$ cat src/rtl/fir_pkg.sv
// Shared FIR constants and types: tap count, coefficient/address widths,
// the commit FSM state encoding and a tap-address range check.
package fir_pkg;

    localparam int NUM_TAP = 10;
    localparam int COEFF_W = 16;
    localparam int ADDR_W  = 4;

    localparam logic [ADDR_W-1:0] LAST_ADDR = ADDR_W'(NUM_TAP - 1);

    typedef logic signed [COEFF_W-1:0] coeff_t;

    typedef enum logic {
        IDLE = 1'b0,
        PEND = 1'b1
    } state_e;

    function automatic logic addrValid(input logic [ADDR_W-1:0] addr);
        return addr <= LAST_ADDR;
    endfunction

endpackage

$ cat src/rtl/coeff_bank_ctrl_if.sv
// Host register-bus bundle for the coefficient bank: chip select, read/write
// strobes, address/data, and the registered read/error returns.
interface coeff_bank_ctrl_if;
    import fir_pkg::*;

    logic                iCsn;
    logic                iWrEn;
    logic                iRdEn;
    logic [ADDR_W-1:0]   iAddr;
    coeff_t              iWrDt;
    coeff_t              oRdDt;
    logic                oRdValid;
    logic                oErr;

    modport master (
        output iCsn, iWrEn, iRdEn, iAddr, iWrDt,
        input  oRdDt, oRdValid, oErr
    );

    modport slave (
        input  iCsn, iWrEn, iRdEn, iAddr, iWrDt,
        output oRdDt, oRdValid, oErr
    );

endinterface

$ cat src/rtl/coeff_regfile.sv
// Shadow coefficient register file: one write port, one registered read port,
// and the whole bank exposed so the controller can copy it in a single cycle.
module coeff_regfile
    import fir_pkg::*;
(
    input  logic              clk_i,
    input  logic              rst_n_i,
    input  logic              wrEn_i,
    input  logic [ADDR_W-1:0] wrAddr_i,
    input  coeff_t            wrDt_i,
    input  logic              rdEn_i,
    input  logic [ADDR_W-1:0] rdAddr_i,
    output coeff_t            rdDt_o,
    output logic              rdValid_o,
    output coeff_t            bank_o [NUM_TAP]
);

    coeff_t mem_q [NUM_TAP];
    coeff_t rdDt_q;
    coeff_t rdDt_d;
    logic   rdValid_q;

    always_ff @(posedge clk_i or negedge rst_n_i) begin
        if (!rst_n_i) begin
            for (int i = 0; i < NUM_TAP; i++) begin
                mem_q[i] <= '0;
            end
        end else if (wrEn_i && addrValid(wrAddr_i)) begin
            mem_q[wrAddr_i] <= wrDt_i;
        end
    end

    // Out-of-range reads still complete, returning zero.
    always_comb begin
        rdDt_d = rdDt_q;
        if (rdEn_i) begin
            rdDt_d = addrValid(rdAddr_i) ? mem_q[rdAddr_i] : '0;
        end
    end

    always_ff @(posedge clk_i or negedge rst_n_i) begin
        if (!rst_n_i) begin
            rdDt_q    <= '0;
            rdValid_q <= 1'b0;
        end else begin
            rdDt_q    <= rdDt_d;
            rdValid_q <= rdEn_i;
        end
    end

    assign rdDt_o    = rdDt_q;
    assign rdValid_o = rdValid_q;
    assign bank_o    = mem_q;

endmodule

$ cat src/rtl/coeff_bank_ctrl.sv
// Coefficient bank controller: host writes go to a shadow bank, and a commit
// copies shadow to the active MAC taps only on a sample strobe.
module coeff_bank_ctrl
    import fir_pkg::*;
(
    input  logic               iClk_12M,
    input  logic               iRsn,
    input  logic               iEnSample_300k,
    input  logic               iCommit,
    coeff_bank_ctrl_if.slave   host,
    output logic               oBusy,
    output logic               oCommitDone,
    output coeff_t             oCoeff1,
    output coeff_t             oCoeff2,
    output coeff_t             oCoeff3,
    output coeff_t             oCoeff4,
    output coeff_t             oCoeff5,
    output coeff_t             oCoeff6,
    output coeff_t             oCoeff7,
    output coeff_t             oCoeff8,
    output coeff_t             oCoeff9,
    output coeff_t             oCoeff10
);

    state_e state_q;
    state_e state_d;
    logic   copy;
    logic   wrReq;
    logic   rdReq;
    logic   wrAccept;
    logic   err_d;
    logic   err_q;
    logic   commitDone_q;
    coeff_t active_q [NUM_TAP];
    coeff_t shadow   [NUM_TAP];

    // A simultaneous read is dropped in favour of the write.
    assign wrReq    = !host.iCsn && host.iWrEn;
    assign rdReq    = !host.iCsn && host.iRdEn && !host.iWrEn;
    assign wrAccept = wrReq && addrValid(host.iAddr) && (state_q == IDLE);

    coeff_regfile uRegfile (
        .clk_i     (iClk_12M),
        .rst_n_i   (iRsn),
        .wrEn_i    (wrAccept),
        .wrAddr_i  (host.iAddr),
        .wrDt_i    (host.iWrDt),
        .rdEn_i    (rdReq),
        .rdAddr_i  (host.iAddr),
        .rdDt_o    (host.oRdDt),
        .rdValid_o (host.oRdValid),
        .bank_o    (shadow)
    );

    // The strobe that arrives with the commit request is not used for the copy.
    always_comb begin
        state_d = state_q;
        copy    = 1'b0;
        unique case (state_q)
            IDLE: begin
                if (iCommit) begin
                    state_d = PEND;
                end
            end
            PEND: begin
                if (iEnSample_300k) begin
                    copy    = 1'b1;
                    state_d = IDLE;
                end
            end
        endcase
        err_d = (wrReq && (!addrValid(host.iAddr) || (state_q == PEND) || host.iRdEn))
              || (rdReq && !addrValid(host.iAddr));
    end

    always_ff @(posedge iClk_12M or negedge iRsn) begin
        if (!iRsn) begin
            state_q      <= IDLE;
            commitDone_q <= 1'b0;
            err_q        <= 1'b0;
            for (int i = 0; i < NUM_TAP; i++) begin
                active_q[i] <= '0;
            end
        end else begin
            state_q      <= state_d;
            commitDone_q <= copy;
            err_q        <= err_d;
            if (copy) begin
                active_q <= shadow;
            end
        end
    end

    assign oBusy       = (state_q == PEND);
    assign oCommitDone = commitDone_q;
    assign host.oErr   = err_q;

    assign oCoeff1  = active_q[0];
    assign oCoeff2  = active_q[1];
    assign oCoeff3  = active_q[2];
    assign oCoeff4  = active_q[3];
    assign oCoeff5  = active_q[4];
    assign oCoeff6  = active_q[5];
    assign oCoeff7  = active_q[6];
    assign oCoeff8  = active_q[7];
    assign oCoeff9  = active_q[8];
    assign oCoeff10 = active_q[9];

endmodule

$ cat src/flat_wrapper.sv
// flat-port wrapper written by rule: the top's interface ports become plain ports
module coeff_bank_ctrl_flat import fir_pkg::*;
  (iClk_12M, iRsn, iEnSample_300k, iCommit, oBusy, oCommitDone, oCoeff1, oCoeff2, oCoeff3, oCoeff4, oCoeff5, oCoeff6, oCoeff7, oCoeff8, oCoeff9, oCoeff10, host_iCsn, host_iWrEn, host_iRdEn, host_iAddr, host_iWrDt, host_oRdDt, host_oRdValid, host_oErr);
  coeff_bank_ctrl_if host_i ();
  input  logic iClk_12M;
  input  logic iRsn;
  input  logic iEnSample_300k;
  input  logic iCommit;
  output logic oBusy;
  output logic oCommitDone;
  output coeff_t oCoeff1;
  output coeff_t oCoeff2;
  output coeff_t oCoeff3;
  output coeff_t oCoeff4;
  output coeff_t oCoeff5;
  output coeff_t oCoeff6;
  output coeff_t oCoeff7;
  output coeff_t oCoeff8;
  output coeff_t oCoeff9;
  output coeff_t oCoeff10;
  input wire logic [$bits(host_i.iCsn)-1:0] host_iCsn;
  input wire logic [$bits(host_i.iWrEn)-1:0] host_iWrEn;
  input wire logic [$bits(host_i.iRdEn)-1:0] host_iRdEn;
  input wire logic [$bits(host_i.iAddr)-1:0] host_iAddr;
  input wire logic [$bits(host_i.iWrDt)-1:0] host_iWrDt;
  output wire logic [$bits(host_i.oRdDt)-1:0] host_oRdDt;
  output wire logic [$bits(host_i.oRdValid)-1:0] host_oRdValid;
  output wire logic [$bits(host_i.oErr)-1:0] host_oErr;
  assign host_i.iCsn = host_iCsn;
  assign host_i.iWrEn = host_iWrEn;
  assign host_i.iRdEn = host_iRdEn;
  assign host_i.iAddr = host_iAddr;
  assign host_i.iWrDt = host_iWrDt;
  assign host_oRdDt = host_i.oRdDt;
  assign host_oRdValid = host_i.oRdValid;
  assign host_oErr = host_i.oErr;
  coeff_bank_ctrl u_core (.iClk_12M(iClk_12M), .iRsn(iRsn), .iEnSample_300k(iEnSample_300k), .iCommit(iCommit), .host(host_i), .oBusy(oBusy), .oCommitDone(oCommitDone), .oCoeff1(oCoeff1), .oCoeff2(oCoeff2), .oCoeff3(oCoeff3), .oCoeff4(oCoeff4), .oCoeff5(oCoeff5), .oCoeff6(oCoeff6), .oCoeff7(oCoeff7), .oCoeff8(oCoeff8), .oCoeff9(oCoeff9), .oCoeff10(oCoeff10));
endmodule
$ cat config.mk
export PLATFORM = sky130hd
export DESIGN_NAME = coeff_bank_ctrl_flat
export DESIGN_NICKNAME = d
export VERILOG_FILES = /design/src/rtl/fir_pkg.sv /design/src/rtl/coeff_bank_ctrl_if.sv /design/src/rtl/coeff_regfile.sv /design/src/rtl/coeff_bank_ctrl.sv /design/src/flat_wrapper.sv
export SDC_FILE = /design/constraint.sdc
export NUM_CORES = 1
export LEC_CHECK = 0
export CELL_PAD_IN_SITES_DETAIL_PLACEMENT = 0
export CELL_PAD_IN_SITES_GLOBAL_PLACEMENT = 1
export CORE_ASPECT_RATIO = 1.5
export CORE_MARGIN = 8
export CORE_UTILIZATION = 40
export CTS_CLUSTER_DIAMETER = 40
export DETAILED_ROUTE_END_ITERATION = 16
export PLACE_DENSITY = 0.75
export SKIP_LAST_GASP = 1
export SLEW_MARGIN = 10
export SYNTH_ARGS = -nofsm -noshare
export SYNTH_HDL_FRONTEND = slang
export SYNTH_SLANG_ARGS = --single-unit
export TNS_END_PERCENT = 50
$ cat constraint.sdc
create_clock -name iClk_12M -period 4.85 [get_ports iClk_12M]
set_clock_uncertainty 0.1 [all_clocks]
set_input_delay 0.485 -clock iClk_12M [delete_from_list [all_inputs] [get_ports iClk_12M]]
set_output_delay 0.485 -clock iClk_12M [all_outputs]
set_load 0.1 [all_outputs]
### Word-level counts from Yosys, hierarchy flattened

Cells that the tools add are included.

| operators by class | value |
|---|---|
| $add $sub $neg | 0 |
| multipliers | 0 |
| divide/modulo/power cells | 0 |
| order comparisons | 3 |
| equal/unequal tests | 0 |
| shift operators | 0 |
| muxes and demuxes | 12 |
| bitwise operators | 2 |
| reductions and logical operators | 15 |

Operator list:

| kind | number |
|---|---|
| $bwmux W160 | 1 |
| $bmux W16 S4 | 1 |
| $demux W16 S4 | 1 |
| $mux W16 | 4 |
| $logic_and A1 B1 Y1 | 9 |
| $ge A5 B5 Y1 const B | 1 |
| $lt A5 B1 Y1 const B | 1 |
| $not A4 Y5 | 1 |
| $le A4 B4 Y1 const B | 1 |
| $mux W1 | 4 |
| $logic_not A1 Y1 | 3 |
| $logic_or A1 B1 Y1 | 3 |
| $pmux W1 S2 | 1 |
| $not A1 Y1 | 1 |

| word-level totals | value |
|---|---|
| register bits after elaboration | 340 |
| latch bits | 0 |
| RAM bits | 0 |
| memory bits (read-only) | 0 |
| bits of input ports | 27 |
| output and inout bits | 180 |
| logic and storage cells | 57 |
| memories | 0 |

### Depth between registers and ports, before layout

| depth | value |
|---|---|
| depth in word-level cells | 6 |
| mapped depth | 6 |
| mapped depth without buffers | 4 |

### Hierarchy

A second synthesis with hierarchy kept.

| second synthesis, totals | value |
|---|---|
| cell total of the unflattened synthesis | 937 |
| area total of the unflattened synthesis | 14631.5 um2 |

Modules (own cells, without submodules):

| module | instances | cells each | area each (um2) | sequential area each (um2) |
|---|---|---|---|---|
| coeff_regfile | 1 | 586 | 8084.0 | 4429.2 |
| coeff_bank_ctrl | 1 | 351 | 6547.5 | 4078.9 |

### Worst setup path after synthesis

OpenSTA, ideal clock, no wires.

| path | value |
|---|---|
| path type | flip-flop to flip-flop |
| start point | register u_core.state_q, in the netlist u_core.oBusy |
| end point | register u_core.uRegfile.mem_q (netlist bit u_core.uRegfile.bank_o[112]) |
| library setup time | 0.125 ns |
| arrival time | 2.554 ns |
| data required time | 4.625 ns |
| slack | 2.072 ns |
| stages on the path, launching flop included | 6 |
| buffers on the path | 2 |
| period minus slack after synthesis | 2.778 ns |
| cells stage by stage | dfrtp_1 or4b_1 buf_2 nor4b_4 buf_6 mux2_2 |

| on the way | value |
|---|---|
| longest elaborated chain between the ends | 3 |

Ends and longest elaborated chain:

| element | RTL line | text |
|---|---|---|
| start: declaration | coeff_bank_ctrl.sv:25 | `state_e state_q;` |
| start signal: assignment | coeff_bank_ctrl.sv:85 | `state_q <= state_d;` |
| $not A1 Y1 | coeff_bank_ctrl.sv:40 | `assign wrAccept = wrReq && addrValid(host.iAddr) && (state_q == IDLE);` |
| $logic_and A1 B1 Y1 | coeff_bank_ctrl.sv:40 |  |
| $logic_and A1 B1 Y1 | coeff_regfile.sv:28 | `end else if (wrEn_i && addrValid(wrAddr_i)) begin` |
| end signal: indexed assignment | coeff_regfile.sv:29 | `mem_q[wrAddr_i] <= wrDt_i;` |
| end: declaration | coeff_regfile.sv:18 | `coeff_t mem_q [NUM_TAP];` |

Every way passes these cells.
A chain may end at the register's enable or synchronous reset.

### Final worst setup path

| path | value |
|---|---|
| start point | register u_core.state_q, in the netlist u_core.oBusy |
| end point | output port oBusy |

RTL lines:

| element | RTL line | text |
|---|---|---|
| end: declaration | flat_wrapper.sv:9 | `output logic oBusy;` |

No word-level cell between the ends.

==> impl_results.md <==
* Status: completed
* Worst path top cell family by delay: buffers and inverters
* Root buf cell: clkbuf_16
* CP Cell Sequence: clkdlybuf4s50_1
* FF-to-FF Start: u_core.oBusy
* GR Layer Usage met2 at 33.0%
* Final hold slack at 0.300 ns
* Clock Sinks at 340
* Slew HR at 26.9%
* Starting density of the core at 40.5%
* Layout cell share with drive strength beyond 1 at 40.9%
* Combinational share of power at 35.0%
* CTS max path bufs at 3
* CP peak stage delay at 1.20 ns
* Slowest CP cell: clkdlybuf4s50_1
* Total of fill cells in the finished design at 2,883
* Post-synth top area share at 61.3%
* Switching Power at 4.11 mW
* Clock group share of total power at 29.6%
* Arrival time at the worst endpoint at 2.24 ns
* Number of global-route vias before repair at 8,779
* CTS Buf Count at 39
* Count leader, synth: dfrtp_1
* Sw Share at 40.2%
* Vias per inst at 5.30
* Crit path launch: u_core.oBusy
* Leakage at 8.26 nW
* Pin count of the biggest net entering global routing at 162
* Synth area leader: dfrtp_1
* Crit. End Element: output pin
* Die height at 244 um
* Io pins at 207
* Setup slack, reg-to-reg at 2.09 ns
* Sequential power share at 35.4%
* Hold crit path type: input port to flop
* Met1 Resource Use GR at 20.3%
* Grt peak-use layer: met2
* Final TNS setup at 0 ns
* Post-synth top cells: dfrtp_1 (340), mux2_2 (321), mux2i_1 (34)
* # rows at 83
* Synth cell types at 32
* CP Class: flop to output pin
* Final antenna-violating net count at 0
* Top cells by area, synth: dfrtp_1 (61%), mux2_2 (26%), mux4_2 (4.9%)
* Clock slew at reported path FFs at 0.06 ns
* Pint at 6.11 mW
* Die W at 168 um
* GP Congestion at 0.777
* Final setup viols at 0
* Grt total ovfl at 0
* Max rail drop VDD at 0.437 mV
* End of the critical path: oBusy
* CP Max Fanout at 7
* Remaining DRCs at 0
* Worst skew pair latency at 0.53 ns
* R2r endpoint: u_core.uRegfile.bank_o[101]
* Warnings, synthesis at 0
* Met3 Resource Use GR at 2.90%
* DRT iter0 DRCs at 347
* Initial antenna violation count at 0
* #FFs+latches synth at 340
* Worst reg2reg path depth at 3
* Syn-to-layout area delta at 27.6%
* Min-delay src: host_iAddr[2]
* Min Tclk post-route at 2.83 ns
* Number of synthesized flops with an enable pin at 0
* First-pass GRT wire length at 55.7 mm
* Avg Cell Area, Syn at 16.2 um^2
* GR Util All Layers at 17.9%
* ANT cells at 0
* Achievable Freq at 0.354 GHz
* Nature of the critical path startpoint: flop
* Final Slew Violations at 0
* Buffers & Inverters on Critical Path at 1
* Full die area at 41,100 um^2
* Sequential share of the synthesized area at 61.3%
* DR vias at 7,983
* Mapped Area at 13,900 um^2
* CP Depth at 1
* Pwr/cell area at 577 nW/um^2
* Period Utilization, post-route at 58.3%
* Final hold vios at 0
* Hpwl dp at 24.8 mm
* Resize count post-CTS at 0
* Cells after Synth at 857
* CP required at 4.26 ns
* CORE AREA at 34,300 um^2
* Unrepaired setup endpoints after global routing: no
* Synth async-reset ratio at 100%
* CTS tree: done
* Worst slew pin tran at 1.09 ns
* Total Routed Length at 36.5 mm
* Avg WL per Cell at 24.3 um
* Top_reg_cell synth: dfrtp_1
* Port bufs at 206
* Max_cap viols at 0
* Drt pass-1 iters at 4
* Post-layout nets at 1,085
* H-tree depth at 2
* Synthesized net count at 884
## cell type report
cell class	count	area, um^2	area share [%]
inverter	3	11.3	0.0636
clock buffer	51	1130	6.40
sequential	340	8510	48.0
tap	425	532	3.00
timing repair buffer	224	2230	12.6
multi-input combinational	450	5110	28.8
clock inverter	14	195	1.10
## kinds of logic after synthesis
| logic type | share of synthesized area, % |
|---|---|
| AND/OR/NAND/NOR | 2.05 |
| buffers and inverters | 2.00 |
| AO/OA/AOI/OAI | 1.27 |
| multiplexers | 33.4 |
| flip-flops | 61.3 |
## tightest hold or removal path, delay by kind of cell
kind	cells	cell delay (ns)
buffers and inverters	1	0.09
AO/OA/AOI/OAI	1	0.08
AND/OR/NAND/NOR	2	0.22
## how the worst min path moves through the flow
| stage | cells after the start | slack, ns | to |
|---|---|---|---|
| 5_1_grt | 4 | 0.32 | u_core.uRegfile.rdDt_o[14] |
| 4_1_cts | 4 | 0.28 | u_core.uRegfile.rdDt_o[14] |
| 3_3_place_gp | 2 | 0.37 | u_core.uRegfile.rdDt_o[4] |
| 2_1_floorplan | 0 | 0.09 | u_core.host.oErr |
| 6_report | 4 | 0.30 | u_core.uRegfile.rdDt_o[14] |
| 3_5_place_dp | 2 | 0.37 | u_core.uRegfile.rdDt_o[7] |
## power by group through the flow
stage | registers (mW) | logic, mW | clock network, mW
global placement | 3.66 | 3.59 | 0
finish | 3.62 | 3.57 | 3.03
floorplan | 5.66 | 0.625 | 0
detailed placement | 3.68 | 3.61 | 0
global route | 3.69 | 3.68 | 3.22
CTS | 3.63 | 3.62 | 3.11
## metrics by stage
| step | utilization, % | area (um^2) | cells | total power, mW | worst slack, ns |
|---|---|---|---|---|---|
| 2_1_floorplan | - | 13900 | 857 | 6.29 | 2.07 |
| 3_3_place_gp | 47.8 | 16400 | 1441 | 7.25 | 1.61 |
| 3_5_place_dp | 47.8 | 16400 | 1441 | 7.28 | 1.52 |
| 4_1_cts | 51.7 | 17700 | 1507 | 10.4 | 1.98 |
| 5_1_grt | 51.7 | 17700 | 1507 | 10.6 | 1.94 |
| 6_report | 51.7 | 17700 | 1507 | 10.2 | 2.02 |
## sequential cells by signal, indices dropped and copies added (netlist names)
signal / cells
u_core.oCoeff10: 16
u_core.oCoeff7: 16
u_core.oCoeff6: 16
u_core.uRegfile.rdDt_o: 16
u_core.oCoeff5: 16
u_core.oBusy: 1
u_core.oCoeff2: 16
u_core.oCoeff9: 16
u_core.uRegfile.rdValid_o: 1
u_core.oCoeff3: 16
u_core.oCoeff4: 16
u_core.host.oErr: 1
u_core.oCoeff1: 16
u_core.oCommitDone: 1
u_core.oCoeff8: 16
u_core.uRegfile.bank_o: 160
## cell usage in the layout (no fill, tap or decap), drive strengths merged
| cell | count |
|---|---|
| clkinvlp | 3 |
| dfrtp | 340 |
| clkinv | 4 |
| mux2i | 34 |
| dlygate4sd3 | 1 |
| clkdlybuf4s50 | 202 |
| or4b | 2 |
| nand2 | 20 |
| a221o | 1 |
| bufinv | 4 |
| o21ai | 2 |
| clkbuf | 51 |
| mux4 | 30 |
| nand4b | 1 |
| a211oi | 1 |
| nor4b | 2 |
| nor3 | 1 |
| nor2 | 3 |
| buf | 21 |
| o221ai | 15 |
| nor4 | 1 |
| nand3 | 5 |
| a2bb2o | 1 |
| or3b | 1 |
| nor3b | 3 |
| mux2 | 322 |
| nor2b | 3 |
| o211ai | 1 |
| inv | 6 |
| nand4 | 1 |
## repair_timing
item,in CTS,in global routing
hold buffers,1,0
hold endpoints to repair,104,0
setup endpoints to repair,0,0
buffers inserted,0,0
## routing by layer
layer  vias to the layer above  part of all wire, %
met5                         -                    0
met1                      4220                   38
met4                         0                  3.6
met2                       169                   55
li1                       3530                    -
met3                        64                  3.3
Note: power is estimated with default switching activity, not from simulation.
